**src/rtl/fighter_pkg.sv**
```systemverilog
// Shared encodings for the fighting-game datapath: player actions, round state and winner.
package fighter_pkg;

  typedef enum logic [2:0] {
    ACT_IDLE    = 3'b000,
    ACT_MOVE    = 3'b001,
    ACT_JUMP    = 3'b010,
    ACT_BLOCK   = 3'b011,
    ACT_ATTACK1 = 3'b100,
    ACT_ATTACK2 = 3'b101,
    ACT_HIT     = 3'b111
  } action_e;

  typedef enum logic [1:0] {
    RS_IDLE  = 2'b00,
    RS_FIGHT = 2'b01,
    RS_KO    = 2'b10
  } round_state_e;

  typedef enum logic [1:0] {
    WIN_NONE = 2'b00,
    WIN_P1   = 2'b01,
    WIN_P2   = 2'b10,
    WIN_DRAW = 2'b11
  } winner_e;

  function automatic logic is_attack(input logic [2:0] act);
    return (act == ACT_ATTACK1) || (act == ACT_ATTACK2);
  endfunction

endpackage

```
**src/rtl/player_vitals.sv**
```systemverilog
// One player's health, hitstun and invulnerability state, plus the decision whether an incoming hit lands.
module player_vitals
  import fighter_pkg::*;
#(
  parameter int HP_WIDTH       = 8,
  parameter int MAX_HP         = 100,
  parameter int HITSTUN_FRAMES = 20,
  parameter int INVULN_FRAMES  = 30,
  parameter int CNT_WIDTH      = 6
) (
  input  logic                clk,
  input  logic                rst,
  input  logic                reload_i,
  input  logic                fight_i,
  input  logic                hit_i,
  input  logic                atk_valid_i,
  input  logic                frame_tick_i,
  input  logic [HP_WIDTH-1:0] damage_i,
  output logic [HP_WIDTH-1:0] health_o,
  output logic [HP_WIDTH-1:0] health_next_o,
  output logic                hitstun_o
);

  logic [HP_WIDTH-1:0]  health_q, health_d;
  logic [CNT_WIDTH-1:0] hitstun_q, hitstun_d;
  logic [CNT_WIDTH-1:0] invuln_q, invuln_d;
  logic                 accept;

  assign accept = fight_i && hit_i && atk_valid_i && (invuln_q == '0);

  // Priority: round reload, then a landed hit (which overrides the frame decrement).
  always_comb begin
    health_d  = health_q;
    hitstun_d = hitstun_q;
    invuln_d  = invuln_q;
    if (reload_i) begin
      health_d  = HP_WIDTH'(MAX_HP);
      hitstun_d = '0;
      invuln_d  = '0;
    end else if (accept) begin
      health_d  = (health_q > damage_i) ? (health_q - damage_i) : '0;
      hitstun_d = CNT_WIDTH'(HITSTUN_FRAMES);
      invuln_d  = CNT_WIDTH'(INVULN_FRAMES);
    end else if (frame_tick_i) begin
      if (hitstun_q != '0) hitstun_d = hitstun_q - CNT_WIDTH'(1);
      if (invuln_q != '0)  invuln_d  = invuln_q - CNT_WIDTH'(1);
    end
  end

  always_ff @(posedge clk) begin
    if (rst) begin
      health_q  <= HP_WIDTH'(MAX_HP);
      hitstun_q <= '0;
      invuln_q  <= '0;
    end else begin
      health_q  <= health_d;
      hitstun_q <= hitstun_d;
      invuln_q  <= invuln_d;
    end
  end

  assign health_o      = health_q;
  assign health_next_o = health_d;
  assign hitstun_o     = (hitstun_q != '0);

endmodule

```
**src/rtl/health_manager.sv**
```systemverilog
// Turns resolver hit levels into health, hitstun and round outcome; owns the round FSM and winner.
module health_manager
  import fighter_pkg::*;
#(
  parameter int HP_WIDTH       = 8,
  parameter int MAX_HP         = 100,
  parameter int DMG_ATK1       = 8,
  parameter int DMG_ATK2       = 15,
  parameter int HITSTUN_FRAMES = 20,
  parameter int INVULN_FRAMES  = 30,
  parameter int CNT_WIDTH      = 6
) (
  input  logic                clk,
  input  logic                rst,
  input  logic                frame_tick,
  input  logic                round_start,
  input  logic                hit_p1_to_p2,
  input  logic                hit_p2_to_p1,
  input  logic [2:0]          p1_action,
  input  logic [2:0]          p2_action,
  output logic [HP_WIDTH-1:0] p1_health,
  output logic [HP_WIDTH-1:0] p2_health,
  output logic                p1_hitstun,
  output logic                p2_hitstun,
  output logic [1:0]          round_state,
  output logic [1:0]          winner,
  output logic                ko_pulse
);

  round_state_e        state_q, state_d;
  winner_e             winner_q, winner_d;
  logic                ko_pulse_q, ko_pulse_d;
  logic [HP_WIDTH-1:0] p1_health_next, p2_health_next;
  logic                fight;

  function automatic logic [HP_WIDTH-1:0] damage_for(input logic [2:0] act);
    if (act == ACT_ATTACK1) return HP_WIDTH'(DMG_ATK1);
    if (act == ACT_ATTACK2) return HP_WIDTH'(DMG_ATK2);
    return '0;
  endfunction

  assign fight = (state_q == RS_FIGHT);

  player_vitals #(
    .HP_WIDTH(HP_WIDTH), .MAX_HP(MAX_HP), .HITSTUN_FRAMES(HITSTUN_FRAMES),
    .INVULN_FRAMES(INVULN_FRAMES), .CNT_WIDTH(CNT_WIDTH)
  ) u_p1_vitals (
    .clk(clk), .rst(rst), .reload_i(round_start), .fight_i(fight),
    .hit_i(hit_p2_to_p1), .atk_valid_i(is_attack(p2_action)),
    .frame_tick_i(frame_tick), .damage_i(damage_for(p2_action)),
    .health_o(p1_health), .health_next_o(p1_health_next), .hitstun_o(p1_hitstun)
  );

  player_vitals #(
    .HP_WIDTH(HP_WIDTH), .MAX_HP(MAX_HP), .HITSTUN_FRAMES(HITSTUN_FRAMES),
    .INVULN_FRAMES(INVULN_FRAMES), .CNT_WIDTH(CNT_WIDTH)
  ) u_p2_vitals (
    .clk(clk), .rst(rst), .reload_i(round_start), .fight_i(fight),
    .hit_i(hit_p1_to_p2), .atk_valid_i(is_attack(p1_action)),
    .frame_tick_i(frame_tick), .damage_i(damage_for(p1_action)),
    .health_o(p2_health), .health_next_o(p2_health_next), .hitstun_o(p2_hitstun)
  );

  always_ff @(posedge clk) begin
    if (rst) state_q <= RS_IDLE;
    else     state_q <= state_d;
  end

  // KO looks at post-update health so it becomes visible together with the health reaching 0.
  always_comb begin
    state_d = state_q;
    case (state_q)
      RS_IDLE:  if (round_start) state_d = RS_FIGHT;
      RS_FIGHT: begin
        if (round_start) state_d = RS_FIGHT;
        else if ((p1_health_next == '0) || (p2_health_next == '0)) state_d = RS_KO;
      end
      RS_KO:    if (round_start) state_d = RS_FIGHT;
      default:  state_d = RS_IDLE;
    endcase
  end

  always_comb begin
    ko_pulse_d = (state_q == RS_FIGHT) && (state_d == RS_KO);
    winner_d   = winner_q;
    if (round_start) begin
      winner_d = WIN_NONE;
    end else if (ko_pulse_d) begin
      if ((p1_health_next == '0) && (p2_health_next == '0)) winner_d = WIN_DRAW;
      else if (p2_health_next == '0)                        winner_d = WIN_P1;
      else                                                  winner_d = WIN_P2;
    end
  end

  always_ff @(posedge clk) begin
    if (rst) begin
      winner_q   <= WIN_NONE;
      ko_pulse_q <= 1'b0;
    end else begin
      winner_q   <= winner_d;
      ko_pulse_q <= ko_pulse_d;
    end
  end

  assign round_state = state_q;
  assign winner      = winner_q;
  assign ko_pulse    = ko_pulse_q;

endmodule
```
**config.mk**
```make
export PLATFORM = sky130hd
export DESIGN_NAME = health_manager
export DESIGN_NICKNAME = d
export VERILOG_FILES = /design/src/rtl/fighter_pkg.sv /design/src/rtl/player_vitals.sv /design/src/rtl/health_manager.sv
export SDC_FILE = /design/constraint.sdc
export NUM_CORES = 1
export LEC_CHECK = 0
export CAP_MARGIN = 0
export CELL_PAD_IN_SITES_DETAIL_PLACEMENT = 2
export CELL_PAD_IN_SITES_GLOBAL_PLACEMENT = 2
export CORE_MARGIN = 4
export CORE_UTILIZATION = 35
export CTS_CLUSTER_DIAMETER = 120
export DETAILED_ROUTE_END_ITERATION = 12
export PLACE_DENSITY_LB_ADDON = 0.1
export SLEW_MARGIN = 20
export SYNTH_ARGS = -nofsm -noshare
export SYNTH_HDL_FRONTEND = slang
export SYNTH_SLANG_ARGS = --single-unit
```
**constraint.sdc**
```tcl
create_clock -name clk -period 10.8 [get_ports clk]
set_clock_uncertainty 0.05 [all_clocks]
set_input_delay 3.24 -clock clk [delete_from_list [all_inputs] [get_ports clk]]
set_output_delay 3.24 -clock clk [all_outputs]
set_load 0.05 [all_outputs]
```
* Word level (Yosys, flattened, before mapping)
Index checks and enable logic that the tools add are counted.
** Storage, ports and cells
- Flip-flop bits (word level) :: 45
- Input port bits :: 12
- Logic and storage cells :: 104
** Cells by class
- Add/sub/neg operators :: 6
- Magnitude comparators :: 2
- Eq/ne operators :: 7
- Muxes and demuxes :: 38
- Reduce and logical (&&, ||, !) cells :: 38
** Operator list (number)
- 8-bit two-way mux :: 14
- 5-bit two-way mux :: 12
- 6-bit nonzero test :: 4
- 6-bit by 1-bit subtractor with 6-bit output (second input constant) :: 4
- 8-bit > comparator :: 2
- 8-bit zero test :: 2
- 2-bit AND reduction :: 8
- 8-bit subtractor :: 2
- 3-bit equality test (second input constant) :: 4
- 6-bit zero test :: 2
- 2-bit nonzero test :: 6
- 2-bit two-way mux :: 5
- 1-bit logical AND :: 8
- 1-bit two-way mux :: 6
- 3-bit OR reduction :: 2
- 2-bit equality test (second input constant) :: 2
- 2-bit case mux with 2 select lines :: 1
- 2-bit OR reduction :: 2
- 1-bit logical OR :: 3
- 2-bit by 1-bit equality test with 1-bit output (second input constant) :: 1
- 2-bit zero test :: 1

* Logic depth before layout (Yosys ltp)
Gate-level depths: netlist (run 1).
- Depth in word-level cells :: 16
- Depth in mapped cells :: 13
- Depth with buffers taken out :: 13

* Modules after synthesis
A second synthesis (run 1) with hierarchy kept.
** Second synthesis, totals
- Cell total of the unflattened synthesis :: 399
- Area total of the unflattened synthesis :: 3169.3 um^2
** By module, submodules not included
- player_vitals at u_p2_vitals :: times used 1, cells each 189, area each 1510.2 um^2, sequential area each 400.4 um^2
- player_vitals at u_p1_vitals :: times used 1, cells each 180, area each 1378.8 um^2, sequential area each 400.4 um^2
- health_manager :: times used 1, cells each 30, area each 280.3 um^2, sequential area each 100.1 um^2

* Worst setup path before layout (run 1)
OpenSTA, ideal clock, no wires.
- Kind :: input to register
- Start point :: in p2_action[1]
- End point :: reg winner_q[0], in the netlist winner[0]
- Arrival :: 5755 ps
- Data required time :: 10633 ps
- Setup slack :: 4878 ps
- Stages on the path :: 13
- Buffers on the path :: 0
- Cell sequence :: nand2b_1 > or2_2 > inv_1 > ha_1 > inv_1 > fa_1 > a21o_1 > a21oi_1 > o21ai_0 > a31oi_1 > and2_1 > nand3_1 > a32o_1
** Between the ends
- Longest elaborated chain between the ends :: 16
- Elaborated cells between the ends (all ways) :: 25
** Ends and longest elaborated chain
- start, declared :: RTL line health_manager.sv:20 : input logic [2:0] p2_action,
- 3-bit equality test :: RTL line fighter_pkg.sv:28, health_manager.sv:38
- 1-bit two-way mux (2 in series) :: RTL line health_manager.sv:38 : if (act == ACT_ATTACK2) return HP_WIDTH'(DMG_ATK2);
- 8-bit two-way mux :: RTL line health_manager.sv:39 : return '0;
- 8-bit two-way mux :: RTL line health_manager.sv:38
- 8-bit subtractor or 8-bit > comparator (tied branches) :: RTL line player_vitals.sv:41 : health_d = (health_q > damage_i) ? (health_q - damage_i) : '0;
- 8-bit two-way mux :: RTL line player_vitals.sv:41
- 8-bit two-way mux (*) :: RTL line player_vitals.sv:40 : end else if (accept) begin
- 8-bit two-way mux (*) :: RTL line player_vitals.sv:36 : if (reload_i) begin
- 8-bit zero test (*) :: RTL line health_manager.sv:76, health_manager.sv:89
- 1-bit logical OR :: RTL line health_manager.sv:76 : else if ((p1_health_next == '0) || (p2_health_next == '0)) state_d = RS_KO;
- 2-bit two-way mux :: RTL line health_manager.sv:76
- 2-bit two-way mux :: RTL line health_manager.sv:75 : if (round_start) state_d = RS_FIGHT;
- 2-bit case mux with 2 select lines :: RTL line health_manager.sv:72 : case (state_q)
- 2-bit equality test :: RTL line health_manager.sv:84 : ko_pulse_d = (state_q == RS_FIGHT) && (state_d == RS_KO);
- 1-bit logical AND :: RTL line health_manager.sv:84
- end signal, assigned :: RTL line health_manager.sv:100 : winner_q <= winner_d;
- end, declared :: RTL line health_manager.sv:31 : winner_e winner_q, winner_d;
Every way passes the cells marked *; elsewhere a longest branch is shown, timed or not. The select of a mux whose other input is x is not followed.
A chain may end at the register's enable or synchronous reset.

* Worst setup path after layout (run 1)
Ends and elaborated chain as after synthesis.

==> results.yml, run 1 <==
synth:
  yosysTopAreaCellShare: 0.350
  ys_top_cells_by_area: "dfxtp_1 35%, ha_1 7.8%, nor2_1 5.8%"
  synth-seq-cells: 45
  synth_cell_types: 53
  syn_nets: 334
  synth-edff-count: 0
  async_flop_share: 0
  yosysWarnings: 0
  syn_inst: 304
  syn_area_sq_um: 2580
  synth_area_per_cell_sq_um: 8.48
  ys_top_cells_by_count: "45 x dfxtp_1, 40 x nor2_1, 27 x a21oi_1"
  synthFlopType: "dfxtp_1"
  yosysTopAreaCell: "dfxtp_1"
  synth_most_common_cell: "dfxtp_1"
  synth-seq-area-share: 0.350
final_layout:
  ff_latch_area_sq_um: 901
  synthToLayoutAreaGrowth_pct: 21.0
  multi_input_area_sq_um: 1570
  stdcell_area_sq_um: 3120
  n_fill_cell: 861
  nNetsFinal: 366
  antenna_cells: 0
  fin_util: 0.432
  layout-drive-gt1-share: 0.0623
  fin_cells: 436
timing:
  max_freq_mhz: 153
  hold_viol_final: 0
  worst_pin_slew_ns: 0.732
  worst_slack_ns: 4.26
  hold_ws_ns: 0.457
  tns_ns: 0
  drv_slew: 0
  finalCritPeriodShare: 0.606
  period_needed_ns: 6.54
  slew_headroom: 0.507
  setup_viol: 0
  rsz0062_at_grt: "false"
clocking:
  cts-hold-fix-buffers: 0
  clk_latency_ns: 0.30
  cts_tree: "done"
  cts_root_buf: "clkbuf_8"
  cts_buffers: 5
  postCtsResizedCells: 0
  clockBufferDepth: 2
  cts_setup_buffers: 0
  h-tree-depth: 2
  clk_pin_slew_ns: 0.09
  clock-sinks: 45
placement:
  io_buffers: 34
  place_hpwl_mm: 5.58
  place_ws_ns: 3.95
  dp.cells: 428
  gp_congestion: 0.801
  dpl-instance-area_sq_um: 3000
floorplan:
  start_util: 0.357
  pin_count: 35
  die_width_microns: 93.8
  core-area_sq_um: 7210
  die-area_sq_um: 8800
  placementRows: 31
  die_y_microns: 93.8
global_routing:
  grt_use_met1: 0.224
  grtUsageMet3: 0.0321
  grt_usage: 0.176
  grt.overflow.total: 0
  antenna_found_initial: 0
  met2_usage: 0.309
  grt_max_degree: 25
  grt_pass1_vias: 2459
  top_usage_layer: "met2"
  grt_pass1_wl_mm: 12.4
worst_setup_path:
  r2r_start: "u_p1_vitals.health_o[0]"
  cp_num_buf_inv: 3
  start_kind: "input port"
  crit_type: "in -> reg"
  crit_slowest_cell: "clkdlybuf4s50_1"
  slowest_delay_ns: 0.43
  crit_chain: "clkdlybuf4s50_1 -> nand2b_1 -> or2_2 -> inv_1 -> ha_1 -> inv_1 -> fa_1 -> a21o_1 -> a21oi_1 -> o21ai_0 -> a31oi_1 -> and2_1 -> nand3_1 -> a32o_1"
  worst_ep_arrival_time_ns: 6.69
  worstPathRequired_ns: 10.95
  critical_path.top_delay_family: "compound AO/OA/AOI/OAI gates"
  cp-end-kind: "flip-flop"
  worst-path-max-fanout: 6
  crit_top_cell: "inv_1"
  crit_start: "p2_action[1]"
power_and_ir_drop:
  p_per_area_nw_per_um2: 137
  power_mw: 0.427
  p_leak_nw: 1.12
  irDropWorstVdd_mv: 0.0643
drt:
  wl_per_cell_microns: 16.5
  drc_errors: 0
  routed_via_density: 5.19
  drt_iter0_drc: 44
  wirelength_mm: 7.21
  dr.pass1.iters: 4
  vias: 2265
  ant_nets: 0
status:
  outcome: "complete, no violations"
job:
  drv_cap: 0
hold_path:
  min_from: "u_p2_vitals.hitstun_q[1]"
  hp-class: "reg -> reg"
## registers in the layout (all words and copies together), names as in the netlist, 2 cells and up
name,count
round_state,2
u_p1_vitals.invuln_q,6
u_p2_vitals.hitstun_q,6
u_p2_vitals.invuln_q,6
u_p2_vitals.health_o,8
u_p1_vitals.hitstun_q,6
winner,2
u_p1_vitals.health_o,8
## cell families (layout without fill, tap and decap cells)
kind of cell / after synthesis / in the layout / synth area share
AND/OR/NAND/NOR: 129 / 129 / 0.266
AO/OA/AOI/OAI: 56 / 56 / 0.146
flip-flops: 45 / 45 / 0.350
XOR/XNOR: 26 / 26 / 0.0884
buffers and inverters: 26 / 59 / 0.0417
adder cells (fa/ha/maj): 18 / 18 / 0.0932
multiplexers: 4 / 4 / 0.0155
## path summary, 6_finish.rpt
check / slack, ns / depth (start not counted) / endpoint
worst max-delay path: 4.26 / 14 / winner[0]
worst min-delay path: 0.46 / 2 / u_p2_vitals.hitstun_q[1]
worst max register to register: 7.75 / 11 / winner[0]
worst min register to register: 0.46 / 2 / u_p2_vitals.hitstun_q[1]
## cell usage in the layout (no fill, tap or decap), types with 3 or more instances in the layout
cell             count
mux2i_1              4
xor2_1              15
a21oi_1             27
dfxtp_1             45
or2_2                4
nor2b_1              5
a21boi_0             4
nand2b_1             5
and4_1               5
nand2_1             25
ha_1                16
nor3_1               5
or3_1                3
inv_1               17
nor4_1               8
xnor2_1             11
clkdlybuf4s50_1     34
a211oi_1             3
nand3_1             13
nor2_1              40
clkbuf_8             6
o21ai_0              3
## worst min-delay path, stage by stage (launching register included)
cell and delay (ns):
dfxtp_1 0.32, nor2_1 0.09, a211oi_1 0.05
## layer usage
metal / routed length, microns / vias up
met2: 3530 / 28
met4: 71 / 0
met5: 0 / -
li1: - / 1124
met3: 210 / 9
met1: 3400 / 1104
## where the power goes
group	internal (mW)	switching, mW	leakage, nW
registers	0.174	0.00879	0.364
clock network	0.0753	0.0614	0.0574
logic	0.0440	0.0632	0.698
total	0.293	0.133	1.12
## final cells by class
cell class                      count  area share
Multi-Input combinational cell    233       0.503
Tap cell                           99      0.0397
Timing Repair Buffer               34       0.109
Sequential cell                    45       0.289
Inverter                           17      0.0205
Clock buffer                        6      0.0265
Clock inverter                      2      0.0120
Note: power is estimated with default switching activity, not from simulation.
==> run 2, diff against run 1 <==
--- a/config.mk
+++ b/config.mk
@@ -9,7 +9,7 @@
 export CELL_PAD_IN_SITES_DETAIL_PLACEMENT = 2
 export CELL_PAD_IN_SITES_GLOBAL_PLACEMENT = 2
 export CORE_MARGIN = 4
-export CORE_UTILIZATION = 35
+export CORE_UTILIZATION = 33
 export CTS_CLUSTER_DIAMETER = 120
 export DETAILED_ROUTE_END_ITERATION = 12
 export PLACE_DENSITY_LB_ADDON = 0.1
==> constraint.sdc (replaced) <==
create_clock -name clk -period 6.1 [get_ports clk]
set_clock_uncertainty 0.05 [all_clocks]
set_input_delay 1.83 -clock clk [delete_from_list [all_inputs] [get_ports clk]]
set_output_delay 1.83 -clock clk [all_outputs]
set_load 0.05 [all_outputs]
==> results.yml, run 2 (same netlist as run 1, synthesis figures left out) <==
drt:
  wl_met1_mm: 3.42
  dr.pass1.iters: 4
  wl_met3_microns: 159
  wirelength_mm: 7.07
  drt_iter0_drc: 35
  routed_via_density: 5.25
  ant_nets: 0
  wl_per_cell_microns: 16.2
  dr_wl_met2_mm: 3.38
  top_layer: "met4"
  vias: 2296
  drc_errors: 0
power_and_ir_drop:
  p_sw_mw: 0.241
  p_seq_frac: 0.455
  p_per_area_nw_per_um2: 229
  p_leak_nw: 1.11
  p_comb_frac: 0.264
  internal_power_mw: 0.469
  p_sw_frac: 0.340
  irDropWorstVdd_mv: 0.0972
  clkPwrFrac: 0.281
timing:
  max_freq_mhz: 197
  period_needed_ns: 5.07
  rsz0062_at_grt: "false"
  drv_slew: 0
  tns_ns: 0
  setup_viol: 0
  hold_viol_final: 0
  finalCritPeriodShare: 0.831
  slew_headroom: 0.478
  worst_pin_slew_ns: 0.780
final_layout:
  layout_common_cells: "45 x dfxtp_1, 40 x nor2_1, 34 x clkdlybuf4s50_1"
  layout-drive-gt1-share: 0.0651
  fin_cells: 437
  n_fill_cell: 851
  antenna_cells: 0
  synthToLayoutAreaGrowth_pct: 20.2
  nNetsFinal: 367
  final_common_cell: "dfxtp_1"
clocking:
  cts_root_buf: "clkbuf_8"
  clock-sinks: 45
  clockBufferDepth: 2
  h-tree-depth: 2
  cts_buffers: 5
  cts_setup_buffers: 0
  clk_pin_slew_ns: 0.10
  clk_latency_ns: 0.31
  cts-hold-fix-buffers: 0
  postCtsResizedCells: 0
  cts_tree: "done"
global_routing:
  grt_pass1_wl_mm: 12.0
  antenna_found_initial: 0
  grt_max_degree: 25
  grt_pass1_vias: 2446
  grt.overflow.total: 0
  grt_usage: 0.164
worst_setup_path:
  crit_top_cell: "inv_1"
  start_kind: "input port"
  crit_slowest_cell: "clkdlybuf4s50_1"
  r2r_start: "u_p1_vitals.health_o[0]"
  cp-end-kind: "flip-flop"
  crit_type: "in -> reg"
  critical_path.top_delay_family: "compound AO/OA/AOI/OAI gates"
  cp_num_buf_inv: 3
  crit_start: "p2_action[1]"
  worstPathRequired_ns: 6.25
  worst_ep_arrival_time_ns: 5.22
  slowest_delay_ns: 0.41
  worst-path-max-fanout: 6
  crit_chain: "clkdlybuf4s50_1 -> nand2b_1 -> or2_2 -> inv_1 -> ha_1 -> inv_1 -> fa_1 -> a21o_1 -> a21oi_1 -> o21ai_0 -> a31oi_1 -> and2_1 -> nand3_1 -> a32o_1"
status:
  outcome: "complete, no violations"
floorplan:
  pin_count: 35
  die_width_microns: 96.4
  die_y_microns: 96.4
  core-area_sq_um: 7410
  placementRows: 31
  die-area_sq_um: 9290
  start_util: 0.348
placement:
  dp.cells: 429
  io_buffers: 34
  gp_congestion: 0.799
  place_hpwl_mm: 5.47
job:
  drv_cap: 0
hold_path:
  hp-class: "reg -> reg"
  min_from: "u_p2_vitals.hitstun_q[1]"
==> run 2: path summary, 6_finish.rpt <==
kind	to	slack, ns	cells past startpoint
worst min register to register	u_p2_vitals.hitstun_q[1]	0.46	2
worst max-delay path	winner[0]	1.03	14
worst min-delay path	u_p2_vitals.hitstun_q[1]	0.46	2
worst max register to register	winner[0]	3.11	11
==> run 2: cell type report <==
cell class	count	area, sq um	area share
inverters	17	63.8	0.0206
clock inverters	3	25.0	0.00807
repair buffers	35	348	0.112
clock buffers	5	68.8	0.0222
flip-flops and latches	45	901	0.291
multi-input cells	233	1570	0.506
well taps	99	124	0.0400
==> run 2: worst min-delay path, delay by kind of cell (launching register included) <==
family	cells	cell delay (ns)
AND/OR/NAND/NOR	1	0.10
AO/OA/AOI/OAI	1	0.05
flip-flops	1	0.32
==> run 2: routing by layer <==
| metal | vias up | global-route usage |
|---|---|---|
| li1 | 1124 | - |
| met1 | 1132 | 0.217 |
| met2 | 30 | 0.277 |
| met3 | 10 | 0.0209 |
| met4 | 0 | 0.0561 |
| met5 | - | 0 |
==> run 2: power by group through the flow <==
| stage | clock network, mW | registers, mW | logic [mW] |
|---|---|---|---|
| 4_1_cts | 0.208 | 0.324 | 0.191 |
| 3_5_place_dp | 0 | 0.330 | 0.189 |
| 3_3_place_gp | 0 | 0.330 | 0.184 |
| 6_report | 0.199 | 0.323 | 0.188 |
| 5_1_grt | 0.221 | 0.326 | 0.211 |
| 2_1_floorplan | 0 | 0.330 | 0.138 |
==> run 2: metrics by stage <==
step	power, mW	cell area [sq um]	hold slack [ns]	worst slack [ns]	utilization
2_1_floorplan	0.468	2580	0.424	1.59	-
3_3_place_gp	0.514	3010	0.441	0.685	0.406
3_5_place_dp	0.520	3010	0.454	0.673	0.406
4_1_cts	0.723	3100	0.468	0.993	0.418
5_1_grt	0.758	3100	0.507	0.653	0.418
6_report	0.711	3100	0.458	1.03	0.418
